### src/rtl/sipo_holding_reg.sv
// Purpose: valid/ready output holding register for completed words, with sticky overrun.
// Latency: a written word is visible on o_q/o_out_valid the cycle after i_wr.
// Backpressure: a write while full and not draining is dropped and sets o_overrun.
// Ports: clk/rst (sync, active-high); i_wr/i_wr_dat new word; i_out_ready consumer accept;
//        o_q held word; o_out_valid word pending; o_overrun sticky drop flag.
module sipo_holding_reg #(
  parameter int WIDTH = 4
) (
  input  logic           clk,
  input  logic           rst,
  input  logic           i_wr,
  input  logic [1:WIDTH] i_wr_dat,
  input  logic           i_out_ready,
  output logic [1:WIDTH] o_q,
  output logic           o_out_valid,
  output logic           o_overrun
);

  logic [1:WIDTH] r_q;
  logic           r_vld;
  logic           r_ovr;
  logic           w_xfer;
  logic           w_blocked;

  assign w_xfer    = r_vld & i_out_ready;
  // Only a pending word that is not leaving this cycle blocks a new write.
  assign w_blocked = r_vld & ~i_out_ready;

  always_ff @(posedge clk) begin
    if (rst) begin
      r_q   <= '0;
      r_vld <= 1'b0;
      r_ovr <= 1'b0;
    end else begin
      if (i_wr && !w_blocked) begin
        r_q   <= i_wr_dat;
        r_vld <= 1'b1;
      end else if (w_xfer) begin
        r_vld <= 1'b0;
      end
      if (i_wr && w_blocked) begin
        r_ovr <= 1'b1;
      end
    end
  end

  assign o_q         = r_q;
  assign o_out_valid = r_vld;
  assign o_overrun   = r_ovr;

endmodule

### src/rtl/sipo_deserializer.sv
// Purpose: framed serial-in/parallel-out deserializer; rebuilds WIDTH-bit words (first bit = x[WIDTH]).
// Latency: q/out_valid update on the same edge that samples the final bit of a frame.
// Backpressure: none toward the line; a word completing into a full holder is dropped (overrun).
// Ports: clk, rst (sync, active-high); bit_en qualifies sync/din; out_ready consumer accept;
//        q word x[1:WIDTH]; out_valid pending; overrun sticky; abort one-cycle partial-frame discard.
module sipo_deserializer #(
  parameter  int WIDTH = 4,
  localparam int CNT_W = $clog2(WIDTH + 1)
) (
  input  logic           clk,
  input  logic           rst,
  input  logic           bit_en,
  input  logic           sync,
  input  logic           din,
  input  logic           out_ready,
  output logic [1:WIDTH] q,
  output logic           out_valid,
  output logic           overrun,
  output logic           abort
);

  localparam logic [0:0] S_IDLE  = 1'b0;
  localparam logic [0:0] S_SHIFT = 1'b1;

  logic [0:0]     r_state;
  logic [CNT_W-1:0] r_cnt;
  logic [1:WIDTH] r_sh;
  logic           r_abort;

  logic           w_in_shift;
  logic           w_done;
  logic [1:WIDTH] w_shifted;

  assign w_in_shift = (r_state == S_SHIFT);
  // New bit enters at index 1; older bits move toward index WIDTH.
  assign w_shifted  = {din, r_sh[1:WIDTH-1]};
  // A sync on the last bit position restarts the frame instead of completing it.
  assign w_done     = w_in_shift & bit_en & ~sync & (r_cnt == CNT_W'(WIDTH - 1));

  always_ff @(posedge clk) begin
    if (rst) begin
      r_state <= S_IDLE;
      r_cnt   <= '0;
      r_sh    <= '0;
      r_abort <= 1'b0;
    end else begin
      r_abort <= w_in_shift & bit_en & sync;
      if (bit_en) begin
        if (sync) begin
          r_sh    <= w_shifted;
          r_cnt   <= CNT_W'(1);
          r_state <= S_SHIFT;
        end else if (w_in_shift) begin
          r_sh <= w_shifted;
          if (w_done) begin
            r_cnt   <= '0;
            r_state <= S_IDLE;
          end else begin
            r_cnt <= r_cnt + CNT_W'(1);
          end
        end
      end
    end
  end

  sipo_holding_reg #(.WIDTH(WIDTH)) u_hold (
    .clk         (clk),
    .rst         (rst),
    .i_wr        (w_done),
    .i_wr_dat    (w_shifted),
    .i_out_ready (out_ready),
    .o_q         (q),
    .o_out_valid (out_valid),
    .o_overrun   (overrun)
  );

  assign abort = r_abort;

endmodule

### config.mk
export PLATFORM = sky130hd
export DESIGN_NAME = sipo_deserializer
export DESIGN_NICKNAME = d
export VERILOG_FILES = /design/src/rtl/sipo_holding_reg.sv /design/src/rtl/sipo_deserializer.sv
export SDC_FILE = /design/constraint.sdc
export NUM_CORES = 1
export LEC_CHECK = 0
export ABC_AREA = 0
export BUFFER_PORTS_ARGS = -buffer_cell sky130_fd_sc_hd__buf_2
export CAP_MARGIN = 20
export CORE_MARGIN = 2
export CORE_UTILIZATION = 38
export DETAILED_ROUTE_END_ITERATION = 8
export GPL_TIMING_DRIVEN = 0
export PLACE_DENSITY = 0.59
export RECOVER_POWER = 50
export SETUP_SLACK_MARGIN = 0.2
export SYNTH_ARGS = -nofsm -noshare
export SYNTH_HDL_FRONTEND = slang
export SYNTH_SLANG_ARGS = --single-unit
### constraint.sdc
create_clock -name clk -period 1.6 [get_ports clk]
set_clock_uncertainty 0.15 [all_clocks]
set_input_delay 0 -clock clk [delete_from_list [all_inputs] [get_ports clk]]
set_output_delay 0 -clock clk [all_outputs]
set_load 0.02 [all_outputs]
### Word level (Yosys, flattened, before mapping)

Index checks and enable logic that the tools add are counted.

* add/subtract/negate cells: 1
* equality and inequality tests: 1
* muxes and demuxes: 10
* bitwise logic cells: 8
* reductions and logical operators: 6

Operators by type and width (number)
* $mux W3: 3
* $mux W4: 2
* $and A1 B1 Y1: 6
* $mux W1: 5
* $reduce_bool A2 Y1: 2
* $add A3 B1 Y3 const B: 1
* $eq A3 B2 Y1 const B: 1
* $logic_and A1 B1 Y1: 2
* $not A1 Y1: 2
* $reduce_and A2 Y1: 1
* $logic_not A1 Y1: 1

* bits in registers: 15
* bits of input ports: 6
* output and inout bits: 7
* logic and storage cells: 33

### Logic depth before layout (Yosys ltp)

Gate-level depths: netlist (run 1).

* depth after elaboration: 6
* gate-level depth with buffers: 4
* gate-level depth less buffers: 4

### Hierarchy

A second synthesis (run 1) with hierarchy kept.

* cells, all modules: 60
* area total of the unflattened synthesis: 590.6 sq um

By module, submodules not included
* sipo_deserializer: instances 1, cells an instance 34, area each 326.6 sq um, seq. area each 160.2 sq um
* sipo_holding_reg: instances 1, cells an instance 26, area each 264.0 sq um, seq. area each 120.1 sq um

### Worst setup path after synthesis (run 1)

OpenSTA, ideal clock, no wires.

* kind: register to register
* from: register r_cnt[0]
* to: register u_hold.r_q, in the netlist u_hold.o_q[1]
* setup time: 0.072 ns
* data arrival time: 1.157 ns
* data required time: 1.378 ns
* setup slack: 0.221 ns
* stages on the path, launching flop included: 5
* buffers on the path: 0
* clock period less this slack: 1.379 ns
* cell sequence: dfxtp_1 ha_1 nand2b_1 nor4b_4 mux2i_1

* word-level cells in the longest chain between the ends: 3

Ends and longest elaborated chain
* start: declaration: RTL line sipo_deserializer.sv:26 `logic [CNT_W-1:0] r_cnt;`
* start signal: assignment: RTL line sipo_deserializer.sv:59 `r_cnt <= r_cnt + CNT_W'(1);`
* $eq A3 B2 Y1: RTL line sipo_deserializer.sv:38 `assign w_done = w_in_shift & bit_en & ~sync & (r_cnt == CNT_W'(WIDTH - 1));`
* $and A1 B1 Y1: RTL line sipo_deserializer.sv:38
* $logic_and A1 B1 Y1: RTL line sipo_holding_reg.sv:35 `if (i_wr && !w_blocked) begin`
* end signal: assignment: RTL line sipo_holding_reg.sv:36 `r_q <= i_wr_dat;`
* end: declaration: RTL line sipo_holding_reg.sv:19 `logic [1:WIDTH] r_q;`

No other way between the ends.
A chain may end at the register's enable or synchronous reset.

### Final worst setup path (run 1)

* from: register r_cnt[1]
* to: register u_hold.r_q, in the netlist u_hold.o_q[2]

Same word-level chain as after synthesis.

==> results of run 1 <==
[report_power, final]
| part | switching (mW) | internal [mW] |
|---|---|---|
| registers | 0.00652 | 0.356 |
| logic | 0.0270 | 0.0314 |
| clock network | 0.114 | 0.138 |
[stage by stage]
stage / utilization / setup WS [ns] / hold slack (ns) / instance area [um^2] / total power [mW]
after floorplan: - / 0.221 / -0.0622 / 594 / 0.401
after global placement: 0.446 / 0.0543 / 0.107 / 664 / 0.413
after detailed placement: 0.446 / 0.0559 / 0.115 / 664 / 0.415
after CTS: 0.529 / 0.207 / 0.0144 / 788 / 0.678
after global routing: 0.529 / 0.116 / 0.0743 / 787 / 0.704
final: 0.529 / 0.205 / 0.00114 / 787 / 0.674
[per-layer routing]
metal | share of wire | vias to the layer above | wire length, um
li1 | - | 250 | -
met1 | 0.52 | 200 | 535
met2 | 0.42 | 7 | 431
met3 | 0.042 | 2 | 43
met4 | 0.012 | 0 | 12
met5 | 0 | - | 0
[tightest hold or removal path: stages]
cell	delay (ns)
clkbuf_1	0.16
nand2b_1	0.18
o31ai_1	0.06
[cell usage after synthesis]
| cell | n |
|---|---|
| nor3b_1 | 1 |
| nor2_1 | 3 |
| or3_1 | 1 |
| nand2b_1 | 12 |
| nand4b_1 | 1 |
| o21ai_1 | 1 |
| clkbuf_1 | 3 |
| dfxtp_1 | 14 |
| a21o_1 | 1 |
| nand3b_1 | 1 |
| a21oi_1 | 4 |
| ha_1 | 1 |
| nand2_1 | 2 |
| nor4b_4 | 1 |
| o31ai_1 | 2 |
| a31oi_1 | 1 |
| inv_1 | 2 |
| mux2i_1 | 7 |
| nand2_2 | 1 |
| o21ai_0 | 1 |
[repair_timing]
| action | in CTS | in global routing |
|---|---|---|
| setup buffers | 2 | 1 |
| pin swaps | 1 | 2 |
| hold buffers | 5 | 0 |
| gates resized for setup | 5 | 1 |
| cloned | 0 | 0 |
| endpoints found under the setup margin | 6 | 5 |
| endpoints found under the hold margin | 11 | 0 |
[cell families (layout without fill, tap and decap cells)]
group                    after synthesis  after routing  share of synthesized area
AND/OR/NAND/NOR                       23             23                      0.259
adder cells (fa/ha/maj)                1              1                     0.0210
buffers and inverters                  5             27                     0.0316
AO/OA/AOI/OAI                         10             10                     0.0989
flip-flops                            14             14                      0.472
multiplexers                           7              7                      0.118
[layout make-up]
type / instances / share of cell area
tap: 16 / 0.0254
clock buffer: 4 / 0.0461
timing repair buffer: 18 / 0.145
multi-input combinational: 41 / 0.401
inverter: 2 / 0.00954
buffer: 3 / 0.0143
sequential: 14 / 0.359
[flip-flops by register name, summed over array words and instances, names as in the netlist]
name / flops
r_sh: 3
r_state: 1
abort: 1
u_hold.o_q: 4
u_hold.o_overrun: 1
u_hold.o_out_valid: 1
r_cnt: 3
[path summary, 6_finish.rpt]
kind | startpoint | end | slack, ns | cells past startpoint
worst max-delay path | r_cnt[1] | u_hold.o_q[2] | 0.20 | 5
worst min-delay path | rst | u_hold.o_overrun | 0.001 | 3
worst max register to register | r_cnt[1] | u_hold.o_q[2] | 0.20 | 5
worst min register to register | r_cnt[2] | r_cnt[2] | 0.31 | 2
==> results summary, run 1 <==
After global routing, the most crowded layer is met2. The HPWL after detailed placement is 686 um. The post-synthesis area per instance came out at 9.91 um^2. At the worst endpoint, the required time is approximately 1.7 ns. The overall routing resource usage is 0.126. Max-cap violations in this run came to 0. The routed layout has 459 vias.

The path class of the lowest-slack min-delay path is in2reg. The clock sink count came out at 14. In the final timing run, aggregate negative setup slack is 0 ns. The number of buffers and inverters on the critical path came out at 1. STA puts the critical path data arrival time at 1.46 ns.

The distinct cell type count after synthesis came out at 20. The max-slew violation count was 0. The count of cells in the finished layout, fillers not included, comes to between 90 and 100. By area the synthesized netlist is led by dfxtp_1 47%, nand2b_1 13%, mux2i_1 12%. The TritonCTS clock tree is yes.

The number of buffers created by CTS is 3. The number of placement rows is 14. Dividing the detail-routed wire length by the instance count gives 10.4 um. The library cell used most frequently in the layout, excluding fill and tap cells, is dfxtp_1. The actual slew at the worst max-slew pin is 0.420 ns. Summing every instance area after synthesis gives slightly below 600 um^2.

The share of the clock period used by the worst path came out at 0.872. The root buffer cell is clkbuf_4. The clock reaches the later pin of the worst-skew pair after 0.28 ns. The critical path is of the reg2reg type. The number of placed cells counting well taps is 86. Buffers placed on the I/O ports in this run total 10. The warning count from the yosys run is 0. The met1 track demand over resource came out at 0.163. The global-route wire length before repair came out at 1760 um. CTS built an H-tree with a depth of 1. The capturing element type of the critical path is a register. In this run the count of I/O pins placed on the die edge is 13. The initial antenna violation count came out at 0. The total number of nets in the final design is 90. IR analysis of the VDD net gives a maximum drop of 0.000438 V. The final-report hold violation count is 0.

Summed over all instances, the cell type with the most area after synthesis is dfxtp_1. The detail route stage leaves a number of antenna-violating nets equal to 0. Entering global routing, the biggest net connects 11 pins. Dividing the detail-routed via count by the number of cells gives 4.68. The multi-input combinational cells in the finished layout cover a total of roughly 320 um^2. The longest individual stage delay on the worst path is about 0.38 ns.

The remaining global-route overflow is 0. The number of fill cells is 151. The fraction of the yosys area taken by sequential cells is 0.472. The share of the synthesized area in the top cell type came out at 0.472. The area growth from synthesis to layout came out at 32.4%. The final setup violation count is 0. Walking the worst path, the cells encountered are ha_4, nand2b_4, nor4b_4, buf_4, mux2i_1.

The worst path needs 1.40 ns of the cycle, external delays included. The top achievable clock speed came out at 717 MHz. For met3 alone, demand over resource in global routing was 0.0250. The net count of the mapped netlist is 67. The placer's final routability congestion estimate came out at 0.720. The initial core utilization came out at 0.399. The number of instances in the synthesized netlist came out at 60. Of the cells placed in the final design, the portion with a size suffix greater than 1 is 0.195. Setup repair after global routing could not meet its margin everywhere.

The type of element launching the critical path is a register. The flow ran to the end, and the final reports show no timing, DRC or antenna violations. The met2 track demand over resource in global routing is 0.185. No sink is reached through more buffers than the 2 on the longest clock path.

The clock transition time at the flip-flop clock pins of the worst setup and hold paths came out at 0.09 ns. In the layout the commonest cells are 12 x dfxtp_1, 11 x nand2b_1, 10 x clkbuf_1. The die outline height came out at 43.5 um. Among cell families on the critical path, the largest total delay comes from flip-flops. The overall die width came out at 43.5 um. The area inside the core boundary came out at 0.00149 mm^2. The relative slew slack is 0.718.

The number of global-route vias before repair is 424. The storage element area came out at 283 um^2. The total wire length is 1020 um. In the routed design, unresolved DRC markers number 0.

For this design, the slowest cell found on the critical path is dfxtp_1. For this design the ratio of total power to cell area is between 800 and 900 mW/mm^2. Summed over all cells, the static leakage comes to between 0.2 and 0.3 nW. The number of DRC markers after the initial detailed-route iteration is 3. Of all nets on the critical path, the largest fanout is 4. After synthesis the netlist holds a flip-flop and latch count of 14. The antenna diode count came out at 0. For this run, the detailed router's first-pass iteration total came to 2. The die covers 0.00190 mm^2.
(Power assumes the default switching activity.)
==> inputs of run 2 (changes only) <==
--- a/config.mk
+++ b/config.mk
@@ -9,9 +9,11 @@
 export BUFFER_PORTS_ARGS = -buffer_cell sky130_fd_sc_hd__buf_2
 export CAP_MARGIN = 20
+export CELL_PAD_IN_SITES_DETAIL_PLACEMENT = 1
+export CELL_PAD_IN_SITES_GLOBAL_PLACEMENT = 1
 export CORE_MARGIN = 2
-export CORE_UTILIZATION = 38
+export CORE_UTILIZATION = 37
 export DETAILED_ROUTE_END_ITERATION = 8
 export GPL_TIMING_DRIVEN = 0
-export PLACE_DENSITY = 0.59
+export PLACE_DENSITY = 0.72
 export RECOVER_POWER = 50
 export SETUP_SLACK_MARGIN = 0.2
--- a/constraint.sdc
+++ b/constraint.sdc
@@ -3,3 +3,3 @@
 set_input_delay 0 -clock clk [delete_from_list [all_inputs] [get_ports clk]]
 set_output_delay 0 -clock clk [all_outputs]
-set_load 0.02 [all_outputs]
+set_load 0.005 [all_outputs]
==> run 2 against run 1 <==
Net effect: cell area grew 2.1%; sequential cell count is the same; utilization grew 0.47 points; total power grew 1.9%; hold slack gained 0.011 ns.
==> results summary, run 2 (synthesis gave the netlist of run 1 again) <==
The pre-CTS setup slack came out at -0.0308 ns (-0.0867 ns). The count of boundary I/O pins is 13 (unchanged). The placer's final routability congestion estimate came out at 0.708 (-1.6%).

The die outline height was 44.1 um (+1.2%). The fraction of final layout cells sized beyond drive strength 1 came to 0.293 (+0.0976). The count of max-cap constraint violations is 0 (unchanged).

The max-slew violation count came out at 0 (unchanged). The total number of nets in the final design is 90 (unchanged). The initial core utilization is 0.395 (-0.00464). The first-pass iteration count of the detailed router came out at 4 (+2).

The core utilization of the finished layout came out at 0.533 (+0.00465). In the layout the commonest cells are 11 x nand2b_1, 11 x dfxtp_1, 9 x buf_2. TritonCTS built the clock tree. The worst setup path is captured at a register.

The antenna diode count came out at 0 (unchanged). The setup slack of the worst register-to-register path came to 0.19 ns (-0.02 ns). The number of cells on the critical path was 5 (unchanged). The part of the total power dissipated in combinational logic is 0.089 (+0.002). The total power after layout came out at 0.686 mW (+1.9%). The overall routing resource usage is 0.175 (+0.0492). The worst setup path is launched from a register.

Setup repair after global routing could not meet its margin everywhere. The global-route wire length before repair came to 2330 um (+32%). The area inside the core boundary came out at 0.00151 mm^2 (+1.2%). The flip-flop count of the largest register, all copies and words added is 4 (unchanged). The worst setup slack after layout is 0.186 ns (-0.0181 ns).

The deepest clock path buffer count is 2 (unchanged). The remaining global-route overflow is 0 (unchanged). The maximum number of pins on one net before global-route repair is 11 (unchanged). The area growth from synthesis to layout is 35.2%.

The relative slew slack is 0.694 (-0.0239). The worst-case vdd ir drop was 0.000519 V (+18%). The worst-path maximum fanout came out at 4 (unchanged). The clock transition time at the flip-flop clock pins of the worst setup and hold paths came out at 0.09 ns (about the same).

The total die area was 0.00194 mm^2 (+2.5%). The slowest cell on the critical path is dfxtp_4. The final non-filler cell total came out at 98 (unchanged).

The number of global-route vias before repair is 498 (+17%). The clock sink count came out at 14 (unchanged). The root buffer cell is clkbuf_4. The number of nets with antenna violations after detailed routing is 0 (unchanged). The number of buffers and inverters on the critical path came out at 1 (unchanged). The proportion of power drawn by flip-flops and latches came out at 0.530 (-0.008).

The overall die width came out at 44.1 um (+1.2%). The number of buffers created by CTS came out at 3 (unchanged). The critical path starts at r_cnt[0]. The wire length per cell came to 14.0 um (+34%). The arrival time of the worst setup path is 1.47 ns (about the same). The design area was 803 um^2 (+2.1%).

The critical path ends at u_hold.o_q[1]. The aggregate negative setup slack came to 0 ns (unchanged). The switching share of power came out at 0.233 (+0.0137).

The power density of the placed cells is 854 mW/mm^2 (-0.18%). The clock share of power came to 0.381 (+0.006). Among cell families on the critical path, the largest total delay comes from flip-flops. The via-per-instance ratio came to 5.13 (+9.6%).

The actual slew at the worst max-slew pin is 0.456 ns (+0.0356 ns). The run finished with clean final reports. The number of DRC markers after the initial detailed-route iteration came out at 7 (+4).

The post-detailed-placement half-perimeter wirelength came out at 888 um (+30%). The worst-case hold slack is 0.0119 ns (+0.0107 ns). The number of remaining DRC errors came out at 0 (unchanged). The critical path is of the reg2reg type. The depth of the most critical reg-to-reg path came to 5 (unchanged). The final-report hold violation count came out at 0 (unchanged). The top achievable clock speed is 707 MHz (-1.3%). The depth of the CTS H-tree is 1 (unchanged). The time the worst path needs with I/O delays and setup came out at 1.41 ns (+0.0181 ns). Walking the worst path, the cells encountered are ha_4, nand2b_4, nor4b_4, buf_4, mux2i_1. The number of placement rows was 14 (unchanged).

The switching component of the power was 0.160 mW (+8.2%). The final setup violation count came out at 0 (unchanged). The area of placed instances came to 664 um^2 (unchanged).

The share of the clock period used by the worst path was 0.883 (+0.0113). The count of port buffers added during placement is 10 (unchanged). The longest individual stage delay on the worst path is 0.37 ns (about the same). The launch point of the worst reg-to-reg path is r_cnt[0]. The required time of the critical path is 1.66 ns (about the same).

The number of placed cells counting well taps came out at 86 (unchanged). The static leakage came out at 0.328 nW (+9.7%). The initial antenna violation count came out at 0 (unchanged). The internal portion of total power came out at 0.526 mW (+0.10%). In this run the critical register-to-register path is captured at u_hold.o_q[1]. The clock network latency to the later pin of the worst-skew pair came out at 0.28 ns (about the same). The routed via count is 503 (+9.6%). The path class of the lowest-slack min-delay path is in2reg.

The total wire length came out at 1370 um (+34%).
[run 2: cell types whose count changed in the layout (fill, tap and decap cells not counted), sizes merged]
cell    change
buf         +6
clkbuf      -6
[run 2: tightest hold or removal path, delay by kind of cell]
| family | cells | cell delay (ns) |
|---|---|---|
| AOI/OAI and AO/OA | 2 | 0.25 |
| buffers and inverters | 1 | 0.16 |
[run 2: worst min path at each step]
stage                start               end  slack (ns)  cells past startpoint
global route           rst  u_hold.o_overrun        0.06                      3
detailed placement  bit_en          r_cnt[2]        0.12                      2
floorplan           bit_en          r_cnt[2]       -0.06                      1
finish                sync          r_cnt[0]        0.01                      3
global placement       din           r_sh[1]        0.11                      3
CTS                    rst  u_hold.o_overrun        0.03                      3
[run 2: power by group through the flow]
stage / Combinational [mW] / Clock (mW) / Sequential (mW)
after floorplan: 0.0322 / 0 / 0.368
after CTS: 0.0565 / 0.264 / 0.363
after detailed placement: 0.0457 / 0 / 0.370
final: 0.0608 / 0.262 / 0.364
after global placement: 0.0435 / 0 / 0.370
after global routing: 0.0686 / 0.289 / 0.365
[run 2: area by class of cell]
cell class | count | area [um^2]
repair buffers | 18 | 121
flip-flops and latches | 14 | 287
well taps | 16 | 20.0
multi-input cells | 41 | 320
inverters | 2 | 7.51
fillers | 176 | 703
clock buffers | 4 | 36.3
plain buffers | 3 | 11.3
[run 2: routing by layer]
| metal | global-route usage | routed length, um |
|---|---|---|
| met5 | 0 | 0 |
| met4 | 0.109 | 21 |
| met3 | 0.0490 | 74 |
| met2 | 0.274 | 696 |
| met1 | 0.212 | 577 |
[run 2: what timing repair did]
| action | 4_1_cts | 5_1_grt |
|---|---|---|
| hold endpoints to repair | 11 | 0 |
| setup buffers | 2 | 1 |
| gates resized for setup | 5 | 3 |
| pin swaps | 2 | 2 |
| hold buffers | 5 | 0 |
| setup endpoints to repair | 6 | 8 |
==> inputs of run 3 (changes only) <==
SYNTH_HIERARCHICAL = 1   (was not set)
==> run 3 against run 2 <==
Net effect: the run now ends with negative hold slack left; via count fell by 1.4%; cell area is 1.6% higher; critical path type unchanged; hold slack lost 0.087 ns; sequential cell count unchanged; critical path depth increased by 1.
==> results summary, run 3 <==
The fraction of final layout cells sized beyond drive strength 1 is 0.313 (+0.0206). Leaving out fill and tap cells, the most frequent cell in the layout is dfxtp_1. STA classifies the critical path startpoint as a register. The total power after layout was 0.618 mW (-9.9%). The number of buffers and inverters on the critical path came out at 1 (unchanged).

Grouping stages by cell kind, the critical path spends the most delay in flip-flops. The final-report hold violation count came out at 3 (+3). The relative slew slack is 0.761 (+0.0673). The post-synthesis area per instance is 9.84 um^2 (-0.63%). In the layout the commonest cells are 11 x dfxtp_1, 9 x buf_2, 8 x nand2b_1. The die outline height came out at 44.0 um (-0.29%). The area growth from synthesis to layout is 38.1%. For hold timing, the worst endpoint is r_cnt[0].

The share of the clock period used by the worst path is 0.879 (-0.00477). The initial core utilization came out at 0.392 (-0.00249). The area inside the core boundary is 0.00151 mm^2 (unchanged). The number of placed cells counting well taps is 87 (+1.2%). The distinct cell type count after synthesis is 18 (-10%). The arrival time of the worst setup path is 1.46 ns (about the same). The startpoint identified for the worst register-to-register timing path is r_cnt[0]. The core utilization of the finished layout was 0.542 (+0.00831).

The count of port buffers added during placement came out at 11 (+1). The maximum number of pins on one net before global-route repair came to 11 (unchanged). The worst setup path is of the reg2reg kind. The fraction of the yosys area taken by sequential cells came to 0.475 (+0.00300). The remaining global-route overflow was 0 (unchanged). The path class of the lowest-slack min-delay path is in2reg. TritonCTS built the clock tree. The share of the synthesized area in the top cell type came to 0.475 (+0.00300). The root buffer cell is clkbuf_4.

The placer's final routability congestion estimate came out at 0.663 (-6.4%). The total die area is 0.00193 mm^2 (-0.59%). The clock sink count is 14 (unchanged). The area of the mapped netlist is 591 um^2 (-0.63%). The routed via count is 496 (-1.4%). The area of the multi-input gates came out at 327 um^2 (+2.0%).

The run finished, with violations left. For this design, the slowest cell found on the critical path is dfxtp_4. dfxtp_1 takes more of the synthesized area than any other cell. The count of max-cap constraint violations came out at 0 (unchanged). In this run the critical register-to-register path is captured at u_hold/o_q[1]. The clock transition time at the flip-flop clock pins of the worst setup and hold paths was 0.08 ns (about the same).

The total number of nets in the final design came out at 92 (+2.2%). The number of remaining DRC errors came to 0 (unchanged). The async set-or-reset flop fraction in the synthesized netlist is 0 (unchanged). In the synthesized netlist, the cells that appear most often are 14 x dfxtp_1, 9 x nand2b_1, 7 x mux2i_1, 7 x nor2_1. The static leakage is 0.326 nW (-0.63%). The count of boundary I/O pins was 13 (unchanged). The warning count from the yosys run is 6 (+6). The worst-case hold slack came to -0.0748 ns (-0.0867 ns).

The actual slew at the worst max-slew pin came out at 0.358 ns (-0.0979 ns). The total wire length was 1300 um (-4.7%). The via-per-instance ratio came out at 5.01 (-2.4%). The wire length per cell is 13.2 um (-5.7%). The top achievable clock speed came out at 711 MHz (+0.54%). The flip-flop count of the largest register, all copies and words added came out at 4 (unchanged). The overall routing resource usage came out at 0.168 (-0.00765). The aggregate negative setup slack came out at 0 ns (unchanged). The number of fill cells is 176 (unchanged). The first-pass iteration count of the detailed router is 4 (unchanged).

The checks that failed: negative hold slack. The post-synthesis sequential element count was 14 (unchanged). The final non-filler cell total is 99 (+1.0%).

The number of enable-type register cells in the synthesized netlist was 0 (unchanged). The overall die width came out at 44.0 um (-0.29%). The worst-case vdd ir drop is 0.000430 V (-17%). The most used flip-flop cell after synthesis is dfxtp_1. The global-route wire length before repair is 2270 um (-2.4%).

The clock network latency to the later pin of the worst-skew pair came to 0.28 ns (about the same). The power density of the placed cells came out at 758 mW/mm^2 (-11%). By area the synthesized netlist is led by dfxtp_1 47%, mux2i_1 12%, nand2b_1 9.5%. Setup repair after global routing could not meet its margin everywhere. The count of cells along the worst hold path came out at 3 (unchanged). The quantity of hold-fixing buffers added after cts came out at 6 (+1). The design area came out at 816 um^2 (+1.6%). Yosys instantiated no cell more often than dfxtp_1. The number of nets with antenna violations after detailed routing is 0 (unchanged).

The area of placed instances is 693 um^2 (+4.3%). The net count of the mapped netlist came out at 67 (unchanged). The worst setup path is captured at a register. The initial antenna violation count is 0 (unchanged).

The post-detailed-placement half-perimeter wirelength is 848 um (-4.6%). The hold path startpoint is bit_en. The depth of the most critical reg-to-reg path came out at 6 (+1). The longest individual stage delay on the worst path is 0.37 ns (about the same). The number of global-route vias before repair came out at 516 (+3.6%). The pre-CTS setup slack is 0.112 ns (+0.142 ns). The number of instances in the synthesized netlist was 60 (unchanged).

The depth of the CTS H-tree was 1 (unchanged). The number of placement rows is 14 (unchanged). The time the worst path needs with I/O delays and setup was 1.41 ns (-0.00762 ns). The final setup violation count is 0 (unchanged). The required time of the critical path was 1.66 ns (about the same).

The worst setup slack after layout is 0.194 ns (+0.00762 ns). The critical path goes through ha_4, nand2b_4, nor3_4, nor2b_4, buf_6, mux2i_1. The worst-path maximum fanout is 4 (unchanged). The storage element area is 289 um^2 (+0.87%). The number of buffers created by CTS is 3 (unchanged).

The number of DRC markers after the initial detailed-route iteration is 3 (-4). The max-slew violation count is 0 (unchanged). The deepest clock path buffer count is 2 (unchanged). The setup slack of the worst register-to-register path is 0.19 ns (about the same). The antenna diode count is 0 (unchanged).
==> run 3: cell types whose count changed after synthesis, sizes merged, moves of 2 or more <==
cell	previous run	this run
nand2b	12	9
nor2b	0	2
nor2	3	7
o31ai	2	0
==> run 3: worst max-delay path by stage <==
| stage | slack, ns | endpoint | depth (start not counted) | start |
|---|---|---|---|---|
| floorplan | 0.21 | u_hold/o_q[1] | 6 | r_cnt[1] |
| global placement | 0.10 | u_hold/o_q[2] | 6 | r_cnt[0] |
| detailed placement | 0.11 | u_hold/o_q[1] | 6 | r_cnt[0] |
| CTS | 0.20 | u_hold/o_q[1] | 6 | r_cnt[0] |
| global route | 0.09 | u_hold/o_q[1] | 6 | r_cnt[0] |
| finish | 0.19 | u_hold/o_q[1] | 6 | r_cnt[0] |
==> run 3: what timing repair did <==
item / CTS / global route
hold endpoints to repair: 11 / 3
pin swaps: 1 / 0
resized for setup: 5 / 1
setup buffers: 1 / 2
setup endpoints to repair: 4 / 4
==> run 3: tightest hold or removal path: stages <==
cell	delay (ns)
buf_2	0.15
nand4b_1	0.10
a31oi_1	0.06
==> run 3: routing by layer <==
layer  up-vias  wire, um  global-route usage
met5         -         0                   0
met3         5        39              0.0375
li1        247         -                   -
met2        11       632               0.262
met4         0        42               0.127
met1       233       590               0.197
==> run 3: power by group <==
part | total (mW) | switching, mW | internal [mW]
clock | 0.196 | 0.109 | 0.0873
combinational | 0.0591 | 0.0284 | 0.0307
sequential | 0.363 | 0.00867 | 0.355
total | 0.618 | 0.146 | 0.473
==> run 3: logic make-up after synthesis <==
family                   Yosys count  share of synthesized area
AND/OR/NAND/NOR                   27                      0.267
buffers and inverters              4                     0.0381
flip-flops                        14                      0.475
AO/OA/AOI/OAI                      7                     0.0805
multiplexers                       7                      0.119
adder cells (fa/ha/maj)            1                     0.0212
==> run 3: layout make-up <==
cell class / instances / share of cell area
clock buffers: 3 / 0.0276
well taps: 16 / 0.0245
plain buffers: 3 / 0.0230
inverters: 1 / 0.00460
repair buffers: 20 / 0.166
flip-flops and latches: 14 / 0.354
multi-input cells: 42 / 0.400
